**src/rtl/regfile_dump_reader.sv**
```systemverilog
// regfile_dump_reader: drains a contiguous register range through the r1 read port
// and streams each value on a valid/ready interface. Rev 1.0
`default_nettype none

module regfile_dump_reader #(
  parameter int ADDR_W = 5,
  parameter int DATA_W = 32
) (
  input  logic              clk,
  input  logic              rst,
  input  logic              start,
  input  logic              abort,
  input  logic [ADDR_W-1:0] first_reg,
  input  logic [ADDR_W-1:0] last_reg,
  output logic [ADDR_W-1:0] rf_r1,
  output logic [ADDR_W-1:0] rf_r2,
  output logic              rf_r_en,
  input  logic [DATA_W-1:0] rf_r1_data,
  output logic              dout_valid,
  input  logic              dout_ready,
  output logic [DATA_W-1:0] dout_data,
  output logic [ADDR_W-1:0] dout_index,
  output logic              dout_last,
  output logic              busy,
  output logic              done,
  output logic              err
);

  typedef enum logic [1:0] {
    IDLE    = 2'd0,
    ISSUE   = 2'd1,
    CAPTURE = 2'd2,
    PRESENT = 2'd3
  } state_t;

  state_t              state_q;
  logic [ADDR_W-1:0]   addr_q;
  logic [ADDR_W-1:0]   end_q;
  logic [DATA_W-1:0]   data_q;
  logic [ADDR_W-1:0]   index_q;
  logic                last_q;
  logic                done_q;
  logic                err_q;

  always_ff @(posedge clk) begin
    if (rst) begin
      state_q <= IDLE;
      addr_q  <= '0;
      end_q   <= '0;
      data_q  <= '0;
      index_q <= '0;
      last_q  <= 1'b0;
      done_q  <= 1'b0;
      err_q   <= 1'b0;
    end else begin
      done_q <= 1'b0;
      err_q  <= 1'b0;
      if (abort && (state_q != IDLE)) begin
        state_q <= IDLE;
      end else begin
        case (state_q)
          IDLE: begin
            if (start) begin
              if (first_reg <= last_reg) begin
                addr_q  <= first_reg;
                end_q   <= last_reg;
                state_q <= ISSUE;
              end else begin
                err_q <= 1'b1;
              end
            end
          end
          ISSUE: begin
            state_q <= CAPTURE;
          end
          CAPTURE: begin
            data_q  <= rf_r1_data;
            index_q <= addr_q;
            last_q  <= (addr_q == end_q);
            state_q <= PRESENT;
          end
          PRESENT: begin
            // The end compare stops the dump before addr can wrap past the top register.
            if (dout_ready) begin
              if (last_q) begin
                done_q  <= 1'b1;
                state_q <= IDLE;
              end else begin
                addr_q  <= ADDR_W'(addr_q + 1'b1);
                state_q <= ISSUE;
              end
            end
          end
          default: state_q <= IDLE;
        endcase
      end
    end
  end

  assign rf_r1      = (state_q != IDLE) ? addr_q : '0;
  assign rf_r2      = '0;
  assign rf_r_en    = (state_q == ISSUE);
  assign dout_valid = (state_q == PRESENT);
  assign dout_data  = data_q;
  assign dout_index = index_q;
  assign dout_last  = last_q;
  assign busy       = (state_q != IDLE);
  assign done       = done_q;
  assign err        = err_q;

endmodule

`default_nettype wire

```
**config.mk**
```make
export PLATFORM = sky130hd
export DESIGN_NAME = regfile_dump_reader
export DESIGN_NICKNAME = d
export VERILOG_FILES = /design/src/rtl/regfile_dump_reader.sv
export SDC_FILE = /design/constraint.sdc
export NUM_CORES = 1
export LEC_CHECK = 0
export ABC_AREA = 0
export CORE_UTILIZATION = 30
export CTS_BUF_LIST = sky130_fd_sc_hd__clkbuf_16
export CTS_CLUSTER_SIZE = 25
export DETAILED_ROUTE_END_ITERATION = 16
export PLACE_DENSITY = 0.65
export SLEW_MARGIN = 20
export SYNTH_ARGS = -nofsm -noshare
export SYNTH_HDL_FRONTEND = slang
export SYNTH_SLANG_ARGS = --single-unit
```
**constraint.sdc**
```tcl
create_clock -name clk -period 2.9 [get_ports clk]
set_input_delay 0.58 -clock clk [delete_from_list [all_inputs] [get_ports clk]]
set_output_delay 0.58 -clock clk [all_outputs]
set_load 0.02 [all_outputs]
```
==> impl_summary.md <==
Outcome
The flow ran to the end, and the final reports show no timing, DRC or antenna violations.

STA
The final setup slack of the worst path is 374.1 ps. Setup repair after global routing left no endpoint under its margin. The final count of hold timing violations is 0.

The relative slew slack is 0.6336. After routing, the total negative slack on setup checks comes to 0 ps. The smallest clock period supported by the final layout is computed as 2526 ps.

The fmax is 395.9 MHz. The worst-margin pin slew is 548.3 ps. The max-slew violation total from the final report is 0. In the finished design, the share of the clock period the worst path needs comes to 0.8710. Setup violations remaining at the end of the flow were counted as 0.

Clock skew on the completed layout was measured at 4.755 ps.

Power
Of the total power, the share spent switching nets is 0.3110. The worst vdd rail ir drop is 357.1 uV. In this run the power density over the cells is 721.9 nW/um^2. Summed over all nets, the switching power comes to 0.7975 mW. The internal power consumption is 1.767 mW. The sequential share of power is 0.353.

The share of total power dissipated in combinational logic is 0.320. The analysis attributes to cell leakage a power of 1.300 nW. The clock share of power is 0.327. The design draws 2.564 mW.

Logic synthesis
The share of synthesized flip-flops with an asynchronous set or reset is 0. The number of cells produced by synthesis is 293. The number of enable-type register cells in the synthesized netlist is 0. The cell area after synthesis is 2340 um^2. The Yosys warning count is 0. In this run the mean area of a mapped cell was 7.985 um^2. For this run, the register share of the synthesized area comes to 0.4449. The distinct cell type count of the synthesized netlist is 37. The total of flip-flops plus latches after synthesis is 52. The most instantiated flip-flop cell in the synthesis netlist is sky130_fd_sc_hd__dfxtp_1.

Routing
The number of vias in the routed layout is 2211. The first detailed-routing pass ran for 4 iterations. Dividing the detail-routed via count by the number of cells gives 4.616. The total routed wirelength is 5.967 mm. The remaining routing DRC violations is 0. The routed wire length per instance is 12.46 um. The post-route antenna net violation count is 0. The initial DRC count is 52.

Placement
After detailed placement, the total cell area comes to 3337 um^2. The count of buffers added on input and output ports is 94. OpenSTA, run right after detailed placement, puts the worst setup slack at 345.8 ps. Detailed placement ended at an HPWL of 4.400 mm. Routability-driven placement finished with a final weighted congestion of 0.8842.

Global route
In the global route stage, overall resource usage came out at 0.1508. The number of antenna violations at the first check in global routing is 0. The total overflow left after global routing is 0. The number of global-route vias before repair was 2081.

The pin count of the biggest net entering global routing is 28. The first global-routing pass estimated 10.15 mm of wire.

Critical path
The end point of the critical path is rf_r1[3]. The start point of the critical path is state_q[0]. The data required time at the worst endpoint is 2320 ps. The reg-to-reg endpoint is addr_q[0]. The kind of end point of the critical path is an output pin.

The number of cells traversed by the worst register-to-register path is 6. At the worst endpoint, the arrival time is 1950 ps. The origin of the critical flop-to-flop path is state_q[0]. The category of the critical setup timing path is flop to output pin. The setup slack of the most critical reg-to-reg path is 670 ps.

Of all nets on the critical path, the largest fanout is 12. The kind of start point of the critical path is a flop.

Worst hold path
The worst hold path was traced through 2 stages. The path class of the lowest-slack min-delay path is flop to flop.

Die
The initial standard-cell utilization of the core is 0.3158. The core region is 7408 um^2. In this run the horizontal extent of the chip is 90.31 um. The die covers 8156 um^2. The floorplan has 31 rows. During I/O placement, the number of pins put on the boundary was 100. The floorplan step set the die height to 90.31 um.

Layout
The post-synthesis to final-layout area growth is 51.82%. The final non-filler cell area is 3552 um^2. The number of filler instances in the final layout is 705.

At the end of the flow, the number of nets in the layout was 436. The antenna cell count is 0. The library cells used most frequently in the layout, excluding fill and tap cells, are sky130_fd_sc_hd__clkdlybuf4s50_1 (93), sky130_fd_sc_hd__nand2_1 (88), sky130_fd_sc_hd__dfxtp_1 (52), sky130_fd_sc_hd__a21oi_1 (44). The share of cells above drive strength 1 is 0.05263. Leaving out fill and tap cells, the most frequent cell in the layout is sky130_fd_sc_hd__clkdlybuf4s50_1.

CTS
The maximum buffer depth of the clock tree is 2. The root buffer selected by CTS is sky130_fd_sc_hd__clkbuf_16. The clock net in this run drives a total of 52 sinks. Gates resized during post-CTS repair numbered 0.

Post-CTS timing repair inserted 0 buffers for setup. The count of hold-fix buffers inserted at cts is 0. The H-tree was split into 2 levels. The clock latency at the later pin of the worst-skew pair is 290 ps. In this run, CTS created clock tree buffers numbering 5. After clock tree synthesis, the clock-pin slew on the worst setup and hold paths is 70 ps. TritonCTS built the clock tree.

Job
Max-cap violations in this run came to 0.
through the flow:
| stage | std cells | hold slack (ps) | util |
|---|---|---|---|
| 2_1_floorplan | 297 | 448.0 | - |
| 3_3_place_gp | 471 | 440.8 | 0.4504 |
| 3_5_place_dp | 471 | 445.7 | 0.4504 |
| 4_1_cts | 479 | 455.3 | 0.4795 |
| 5_1_grt | 479 | 475.7 | 0.4795 |
| 6_report | 479 | 452.5 | 0.4795 |
worst max-delay path: stages, from the launching register on:
cell	delay, ps
sky130_fd_sc_hd__dfxtp_1	420
sky130_fd_sc_hd__inv_1	90
sky130_fd_sc_hd__ha_1	360
sky130_fd_sc_hd__nor2b_1	180
sky130_fd_sc_hd__clkdlybuf4s50_1	610
logic make-up (layout without fill, tap and decap cells):
logic type	count (synthesis)	count (layout)	share of synthesized area
buf+inv	34	117	0.06524
simple gates	117	117	0.2118
fa+ha+maj	10	10	0.05348
flops	52	52	0.4449
mux	5	5	0.02193
compound gates	69	69	0.1824
xor+xnor	5	5	0.01872
other cells	1	5	0.001603
how the worst min path moves through the flow:
stage,from,to,slack (ps)
6_report,dout_data[15],dout_data[15],450
5_1_grt,dout_data[3],dout_data[3],480
4_1_cts,dout_data[15],dout_data[15],460
3_5_place_dp,dout_data[15],dout_data[15],450
3_3_place_gp,dout_data[19],dout_data[19],440
2_1_floorplan,end_q[0],end_q[0],450
routing by layer:
| metal | track usage | wire, um |
|---|---|---|
| met1 | 0.2000 | 2883 |
| met2 | 0.2354 | 2666 |
| met3 | 0.03788 | 361 |
| met4 | 0.05645 | 55 |
| met5 | 0 | 0 |
state kept, by name, indices dropped and copies added, names as in the netlist:
name and flops:
dout_data 32, addr_q 5, err 1, state_q 2
end_q 5, dout_last 1, dout_index 5, done 1
final cells by class:
| type | instances | area (um^2) | share of cell area |
|---|---|---|---|
| clock buffers | 5 | 125.1 | 0.03522 |
| clock inverters | 3 | 90.09 | 0.02536 |
| inverters | 10 | 37.54 | 0.01057 |
| multi-input cells | 211 | 1161 | 0.3269 |
| flip-flops and latches | 52 | 1041 | 0.2931 |
| well taps | 99 | 123.9 | 0.03487 |
| repair buffers | 99 | 973.4 | 0.2740 |
cell usage after synthesis (2+ instances only):
cell | number | area, um^2
sky130_fd_sc_hd__clkbuf_1 | 11 | 41.29
sky130_fd_sc_hd__mux2i_1 | 4 | 40.04
sky130_fd_sc_hd__o41ai_1 | 4 | 35.03
sky130_fd_sc_hd__o21ai_0 | 3 | 15.01
sky130_fd_sc_hd__nand3_1 | 4 | 20.02
sky130_fd_sc_hd__nor3b_1 | 2 | 15.01
sky130_fd_sc_hd__dfxtp_1 | 52 | 1041
sky130_fd_sc_hd__o221a_2 | 2 | 22.52
sky130_fd_sc_hd__inv_1 | 10 | 37.54
sky130_fd_sc_hd__xnor2_1 | 3 | 26.28
sky130_fd_sc_hd__o31ai_1 | 2 | 15.01
sky130_fd_sc_hd__buf_2 | 5 | 25.02
sky130_fd_sc_hd__a21oi_1 | 44 | 220.2
sky130_fd_sc_hd__nand2b_1 | 2 | 12.51
sky130_fd_sc_hd__nor2b_1 | 7 | 43.79
sky130_fd_sc_hd__nand2_1 | 88 | 330.3
sky130_fd_sc_hd__o211ai_1 | 7 | 52.55
sky130_fd_sc_hd__ha_1 | 10 | 125.1
sky130_fd_sc_hd__buf_1 | 3 | 11.26
sky130_fd_sc_hd__xor2_1 | 2 | 17.52
sky130_fd_sc_hd__buf_4 | 5 | 37.54
sky130_fd_sc_hd__nor2_1 | 8 | 30.03
power groups by stage:
stage	clock [mW]	combinational, mW	sequential (mW)
detailed placement	0	0.827	0.921
global placement	0	0.819	0.917
CTS	0.863	0.829	0.904
global route	0.896	0.904	0.922
finish	0.838	0.821	0.905
floorplan	0	0.431	0.979
Note: power is estimated with default switching activity, not from simulation.
